[src/rtl/omsp_hmac_responder.sv]
// omsp_hmac_responder
//   Hash-core side of the HMAC word handshake. Collects 16-bit message words
//   from the HMAC control FSM into RATE_WORDS blocks and hands each block to an
//   external permutation core. It then pads and finalises the message, and
//   serves the digest one 16-bit word per advance request.
//
// Ports
//   clk, reset_n          core clock, asynchronous active-low reset
//   hmac_reset            synchronous clear from the control FSM
//   hmac_start_continue   one-cycle request strobe
//   hmac_data_available   1: request carries data_in, 0: finalise / advance
//   hmac_data_is_long     1: full word, 0: final short byte in data_in[7:0]
//   data_in               big-endian message word
//   hmac_busy             request in progress (registered)
//   hmac_out              current digest word (registered)
//   proto_err             sticky protocol violation flag
//   core_clear            permutation state clear (combinational, = hmac_reset)
//   core_start            one-cycle absorb pulse
//   core_block            block to absorb, word 0 in the MSBs
//   core_done             permutation finished pulse
//   core_digest           permutation output, word 0 in the MSBs
module omsp_hmac_responder #(
  parameter int RATE_WORDS   = 4,
  parameter int DIGEST_WORDS = 8
) (
  input  logic                      clk,
  input  logic                      reset_n,
  input  logic                      hmac_reset,
  input  logic                      hmac_start_continue,
  input  logic                      hmac_data_available,
  input  logic                      hmac_data_is_long,
  input  logic [15:0]               data_in,
  output logic                      hmac_busy,
  output logic [15:0]               hmac_out,
  output logic                      proto_err,
  output logic                      core_clear,
  output logic                      core_start,
  output logic [16*RATE_WORDS-1:0]  core_block,
  input  logic                      core_done,
  input  logic [16*DIGEST_WORDS-1:0] core_digest
);

  localparam int FILL_W = $clog2(RATE_WORDS + 1);
  localparam int IDX_W  = (DIGEST_WORDS > 1) ? $clog2(DIGEST_WORDS) : 1;

  typedef enum logic [2:0] {
    ST_ABSORB,
    ST_ACK,
    ST_PERM,
    ST_PAD,
    ST_SQUEEZE,
    ST_NEXT
  } state_t;

  state_t            state;
  state_t            state_nxt;
  logic [FILL_W-1:0] fill;
  logic              short_seen;
  logic              final_blk;
  logic [IDX_W-1:0]  idx;
  logic [IDX_W-1:0]  idx_inc;
  logic [15:0]       block_buf [RATE_WORDS];
  logic [15:0]       digest    [DIGEST_WORDS];

  logic              busy_state;
  logic              last_slot;
  logic              absorb_word;
  logic              busy_nxt;
  logic              start_nxt;
  logic              err_set;

  assign core_clear  = hmac_reset;
  assign busy_state  = state inside {ST_ACK, ST_PAD, ST_PERM, ST_NEXT};
  assign last_slot   = (fill == FILL_W'(RATE_WORDS - 1));
  assign idx_inc     = (idx == IDX_W'(DIGEST_WORDS - 1)) ? '0 : idx + IDX_W'(1);
  // Once the short byte has been absorbed the message is closed to further data.
  assign absorb_word = hmac_start_continue && (state == ST_ABSORB) &&
                       hmac_data_available && !short_seen;

  // State register
  always_ff @(posedge clk or negedge reset_n) begin
    if (!reset_n) begin
      state <= ST_ABSORB;
    end else if (hmac_reset) begin
      state <= ST_ABSORB;
    end else begin
      state <= state_nxt;
    end
  end

  // Next-state logic
  always_comb begin
    state_nxt = state;
    case (state)
      ST_ABSORB: begin
        if (hmac_start_continue) begin
          if (!hmac_data_available)  state_nxt = ST_PAD;
          else if (absorb_word && last_slot) state_nxt = ST_PERM;
          else                       state_nxt = ST_ACK;
        end
      end
      ST_ACK:     state_nxt = ST_ABSORB;
      ST_PAD:     state_nxt = ST_PERM;
      ST_PERM: begin
        if (core_done) state_nxt = final_blk ? ST_SQUEEZE : ST_ABSORB;
      end
      ST_SQUEEZE: begin
        if (hmac_start_continue && !hmac_data_available) state_nxt = ST_NEXT;
      end
      ST_NEXT:    state_nxt = ST_SQUEEZE;
      default:    state_nxt = ST_ABSORB;
    endcase
  end

  // Output decode: busy and core_start are registered from the next state so
  // busy is already high in the cycle right after an accepted strobe.
  always_comb begin
    busy_nxt  = state_nxt inside {ST_ACK, ST_PAD, ST_PERM, ST_NEXT};
    start_nxt = (state_nxt == ST_PERM) && (state != ST_PERM);
    err_set   = 1'b0;
    if (hmac_start_continue) begin
      if (busy_state)                                               err_set = 1'b1;
      else if ((state == ST_SQUEEZE) && hmac_data_available)        err_set = 1'b1;
      else if ((state == ST_ABSORB) && hmac_data_available && short_seen) err_set = 1'b1;
    end
  end

  always_comb begin
    core_block = '0;
    for (int w = 0; w < RATE_WORDS; w++) begin
      core_block[16*(RATE_WORDS-1-w) +: 16] = block_buf[w];
    end
  end

  // Datapath and registered outputs
  always_ff @(posedge clk or negedge reset_n) begin
    if (!reset_n) begin
      fill       <= '0;
      short_seen <= 1'b0;
      final_blk  <= 1'b0;
      idx        <= '0;
      hmac_busy  <= 1'b0;
      hmac_out   <= '0;
      core_start <= 1'b0;
      proto_err  <= 1'b0;
      for (int w = 0; w < RATE_WORDS; w++)   block_buf[w] <= '0;
      for (int w = 0; w < DIGEST_WORDS; w++) digest[w]    <= '0;
    end else if (hmac_reset) begin
      fill       <= '0;
      short_seen <= 1'b0;
      final_blk  <= 1'b0;
      idx        <= '0;
      hmac_busy  <= 1'b0;
      hmac_out   <= '0;
      core_start <= 1'b0;
      proto_err  <= 1'b0;
      for (int w = 0; w < RATE_WORDS; w++)   block_buf[w] <= '0;
      for (int w = 0; w < DIGEST_WORDS; w++) digest[w]    <= '0;
    end else begin
      hmac_busy  <= busy_nxt;
      core_start <= start_nxt;
      if (err_set) proto_err <= 1'b1;

      case (state)
        ST_ABSORB: begin
          if (absorb_word) begin
            for (int w = 0; w < RATE_WORDS; w++) begin
              if (fill == FILL_W'(w)) begin
                block_buf[w] <= hmac_data_is_long ? data_in : {data_in[7:0], 8'h80};
              end
            end
            fill <= fill + FILL_W'(1);
            if (!hmac_data_is_long) short_seen <= 1'b1;
          end
          if (hmac_start_continue && !hmac_data_available) final_blk <= 1'b1;
        end
        ST_PAD: begin
          // The short byte already carries its own 0x80 terminator.
          if (!short_seen) begin
            for (int w = 0; w < RATE_WORDS; w++) begin
              if (fill == FILL_W'(w)) block_buf[w] <= 16'h8000;
            end
          end
        end
        ST_PERM: begin
          if (core_done) begin
            fill <= '0;
            for (int w = 0; w < RATE_WORDS; w++) block_buf[w] <= '0;
            if (final_blk) begin
              for (int w = 0; w < DIGEST_WORDS; w++) begin
                digest[w] <= core_digest[16*(DIGEST_WORDS-1-w) +: 16];
              end
              hmac_out <= core_digest[16*DIGEST_WORDS-1 -: 16];
              idx      <= '0;
            end
          end
        end
        ST_NEXT: begin
          idx <= idx_inc;
          for (int w = 0; w < DIGEST_WORDS; w++) begin
            if (idx_inc == IDX_W'(w)) hmac_out <= digest[w];
          end
        end
        default: ;
      endcase
    end
  end

endmodule

[config.mk]
export PLATFORM = sky130hd
export DESIGN_NAME = omsp_hmac_responder
export DESIGN_NICKNAME = d
export VERILOG_FILES = /design/src/rtl/omsp_hmac_responder.sv
export SDC_FILE = /design/constraint.sdc
export NUM_CORES = 1
export LEC_CHECK = 0
export ABC_CLOCK_PERIOD_IN_PS = 3540
export BUFFER_PORTS_ARGS = -buffer_cell sky130_fd_sc_hd__buf_2
export CAP_MARGIN = 20
export CORE_MARGIN = 2
export CORE_UTILIZATION = 50
export DETAILED_ROUTE_END_ITERATION = 8
export PLACE_DENSITY = 0.85
export SYNTH_ARGS = -nofsm -noshare
export SYNTH_HDL_FRONTEND = slang
export SYNTH_SLANG_ARGS = --single-unit
[constraint.sdc]
create_clock -name clk -period 3.54 [get_ports clk]
set_input_delay 0.177 -clock clk [delete_from_list [all_inputs] [get_ports clk]]
set_output_delay 0.177 -clock clk [all_outputs]
set_load 0.01 [all_outputs]
# == Yosys cells after proc, flatten, opt, wreduce, memory -nomap -nowiden ==
# Cells that the tools add are included.
# totals
ff_bits,222
in_bits,151
out_inout_bits,84
# op_classes
add_sub_neg,2
eq_ne,35
n_mux,62
reduce_logical,36
# ops
operator,n
two-way mux 128 bit,4
two-way mux 16 bit,20
two-way mux 64 bit,4
one-hot mux 64 bit (3 select lines),1
two-way mux 3 bit,12
one-hot mux 16 bit (2 select lines),1
== test 3 x 2 -> 1 bit (second input constant),8
== test 3 bit (second input constant),8
AND reduction 6 bit,4
!= test 3 x 2 -> 1 bit (second input constant),7
!= test 3 bit (second input constant),6
two-way mux 1 bit,15
one-hot mux 3 bit (5 select lines),1
nonzero test 2 bit,7
== test 3 x 1 -> 1 bit (second input constant),4
one-hot mux 3 bit (2 select lines),2
AND reduction 3 bit,4
nonzero test 4 bit,3
!= test 10 x 2 -> 1 bit (second input constant),1
logical AND 1 bit,9
zero test 3 bit,3
adder 3 x 1 -> 3 bit (second input constant),2
nonzero test 3 bit,2
two-way mux 2 bit,2
other kinds (4),5

# == Logic depth before layout (Yosys ltp) ==
# depth
depth_word,13
mapped_depth,13
ltp_nobuf,9

# == Worst setup path after synthesis ==
# Ideal clock, no wire load.
# synth_timing
kind,reg2reg
from,register idx[0]
to,register hmac_out[0]
setup_time_ps,129
arrival_ps,2877
t_required_ps,3411
setup_slack_ps,533
path_stages_with_launch,14
path_buffers,4
period_less_slack_ps,3007
cell_sequence,dfrtp_1 -> ha_1 -> ha_1 -> buf_2 -> clkinv_1 -> clkbuf_1 -> ha_1 -> nor3_1 -> or2_1 -> clkbuf_1 -> clkbuf_1 -> o21ai_0 -> a22oi_1 -> o31ai_1
# synth_via
elab_chain_len,12
word_cells_on_any_way,22
classes_between,1 x add/sub; 9 x eq/ne; 10 x mux; 2 x reduce/logical
# synth_rtl
item,line,text
from (decl),60,logic [IDX_W-1:0] idx;
from (signal assigned),199,idx <= idx_inc;
adder 3 x 1 -> 3 bit / == test 3 bit (equally long branches),75,assign idx_inc = (idx == IDX_W'(DIGEST_WORDS - 1)) ? '0 : idx + IDX_W'(1);
two-way mux 3 bit *,75,
== test 3 x 1 -> 1 bit,201,if (idx_inc == IDX_W'(w)) hmac_out <= digest[w];
two-way mux 16 bit (7 in a row),201,
one-hot mux 16 bit (2 select lines),164,case (state)
two-way mux 16 bit,148,end else if (hmac_reset) begin
to (signal assigned),193,hmac_out <= core_digest[16*DIGEST_WORDS-1 -: 16];
to (signal assigned),201,
to (decl),34,"output logic [15:0] hmac_out,"
# Every way passes the cells marked *; elsewhere a longest branch is shown, timed or not.
# A chain may end at the register's enable or synchronous reset.

# == Final worst setup path ==
# layout_timing
from,register idx[0]
to,register hmac_out[12]
# The elaborated chain is that of the path after synthesis.

==> results.ini <==
[run_status]
outcome = complete, but fails checks
failed_checks = hold timing

[floorplan]
die_h_um = 154
initial_utilization = 0.512
die_w_um = 154
core-area_um2 = 22000
num_rows = 54
fp.dieArea_um2 = 23700
boundaryPins = 235

[timing]
min_period_ns = 2.85
hold_viol_final = 1
setup_violations = 0
fmax_mhz = 351
skew_ns = 0.0230
maxSlewViolCount = 0
setup_ws_ns = 0.691
hold_ws_ns = -0.0114
slew_headroom = 0.306
tns_ns = 0
rsz0062_at_grt = false
worst_pin_slew_ns = 1.04
fin_crit_sh = 0.805

[synth]
synthCells = 1194
synth_edf_count = 0
synth_commonest_cells = dfrtp_1, nand2_1, o21ai_0
synth_top_flop_cell = dfrtp_1
yosysMostFrequentCell = dfrtp_1
synthesis.nets = 1358
syn_avg_cell_area_um2 = 9.42
synth_top_area_frac = 0.494
synth_warnings = 0
ys_seq_elements = 222
netlist-cell-type-count = 49
ys_seq_area_frac = 0.494
ys_async_sr_fraction = 1.00
synth_top_cell_by_area = dfrtp_1
synthTopCellsByArea = dfrtp_1, o21ai_0, nand2b_1, nand2_1, mux2_4
syn_area_um2 = 11300

[place]
dp_hpwl_um = 23600
dpl_worst_slack_ns = 0.752
detailed_place.area_um2 = 12500
portBuffers = 234
gp_congestion = 0.977

[routing]
routed_wl_um = 35900
drt-vias-per-instance = 5.71
dr.pass1.iters = 5
drt_iter0_markers = 1066
num_vias = 10200
drc = 0
detail_route.wl_per_cell_um = 20.0
ant_nets = 0

[final_layout]
drive_above_1_share = 0.235
multiInputGateArea_um2 = 5130
final_area_um2 = 14500
layout.nets = 1663
area_growth_pct = 29.0
n_fill_cell = 1624
regArea_um2 = 5560

[power]
power.share.clock = 0.389
sw_frac_of_total = 0.265
power_frac_comb = 0.157
power_switching_mw = 1.70
peakVddDrop_uv = 335
seq_power_share = 0.454
p_leak_nw = 6.78
p_int_mw = 4.73
power.density_nw_per_um2 = 443
total_power_mw = 6.43

[clocking]
cts_tree = built
clk_latency_ns = 0.52
clkTransAtPathRegs_ns = 0.06
cts_sinks = 222
cts_setup_buffers = 0
clockRootBuffer = clkbuf_16
cts_buffers = 24
htreeDepth = 1
cts_buffer_depth = 3

[critical_path]
r2r-end = hmac_out[12]
arrival_ns = 3.25
r2r_setup_slack_ns = 0.69
cp_max_fo = 16
critical_path.startpoint_type = flip-flop
required_ns = 3.94
crit_start = idx[0]
timing.rr.start = idx[0]
crit_type = flip-flop to flip-flop
r2r_cells = 9
end_kind = flip-flop

[hold_path]
hold_class = input port to flip-flop
worstHoldEndpoint = digest[106]
worstHoldStart = core_digest[106]
min_path_cells = 3

[grt]
grt_pass1_wl_um = 56700
gr-usage-all-layers = 0.300
grt_max_degree = 147
gr-total-overflow = 0
grt_pass1_vias = 10300
antenna_found_initial = 2

[job]
cap_violations = 0

worst max-delay path: stages, from the launching register on:
cell and delay (ns):
dfrtp_1 0.43, ha_1 0.25, ha_1 0.34, clkinv_1 0.11
ha_1 0.31, nor3_1 0.28, or2_1 0.53, o21ai_0 0.17
a22oi_1 0.22, o31ai_1 0.11
power groups by stage:
stage               clock network [mW]  registers [mW]  logic, mW
floorplan                            0            2.94      0.496
global placement                     0            2.94      0.859
detailed placement                   0            2.96      0.885
CTS                               2.52            2.91      0.998
global route                      2.62            2.94       1.10
finish                            2.51            2.92       1.01
placed cells by master (no fill, tap or decap), drive strengths merged, types with 2 or more instances in the layout:
master	count
o31ai	18
o221a	15
bufinv	2
nor2b	19
nand3b	16
clkbuf	31
and2b	2
ha	13
a22oi	16
nand2	213
a22o	3
inv	27
nand2b	137
clkinv	6
diode	2
o221ai	17
o21ai	192
nand3	9
a21o	2
o211ai	16
a31oi	18
nor3	2
mux2i	8
dlygate4sd3	125
or2	4
nor2	22
dfrtp	222
mux2	36
buf	250
a21oi	57
metrics by stage:
| stage | std cells | utilization | hold WS, ns |
|---|---|---|---|
| floorplan | 1194 | - | -0.119 |
| CTS | 1791 | 0.661 | 0.000424 |
| detailed placement | 1628 | 0.568 | 0.317 |
| global placement | 1628 | 0.568 | 0.312 |
| finish | 1793 | 0.661 | -0.0114 |
| global route | 1793 | 0.661 | 0.0264 |
state kept, by name (all words and copies together), names as in the netlist:
name and flops:
core_block 64, core_start 1, digest 128, fill 3, final_blk 1, hmac_busy 1
hmac_out 16, idx 3, proto_err 1, short_seen 1, state 3
area by class of cell:
class,count,area share
antenna,2,0.000345
multi-input combinational,847,0.354
timing repair buffer,376,0.178
sequential,222,0.383
clock inverter,8,0.00664
tap,280,0.0241
clock buffer,30,0.0472
inverter,28,0.00724
worst max-delay path by stage:
stage                         endpoint  slack (ns)  depth (start not counted)
after floorplan            hmac_out[0]        0.53                         13
after global placement     hmac_out[7]        0.80                          9
after detailed placement  hmac_out[12]        0.75                          8
after CTS                 hmac_out[12]        0.74                          8
after global routing      hmac_out[12]        0.50                          8
final                     hmac_out[12]        0.69                          9
metal layers:
metal  wire [um]  share of wire  track usage  vias up
li1            -              -            -     4717
met1       14200           0.40        0.387     4912
met2       17300           0.48        0.505      495
met3        3000          0.084       0.0569      113
met4        1370          0.038        0.109        0
met5           0              0            0        -
cells by family (layout without fill, tap and decap cells):
logic type,after synthesis,after routing,synth area share
buf+inv,125,442,0.0518
mux,44,44,0.0512
other cells,0,2,0
simple gates,429,429,0.190
compound gates,360,360,0.198
flops,222,222,0.494
fa+ha+maj,13,13,0.0145
xor+xnor,1,1,0.000779
timing repair:
item	CTS	global route
endpoints found under the hold margin	216	0
hold buffers	125	0
gates resized for setup	0	0
No activity file was read; power rests on OpenSTA's default activity.
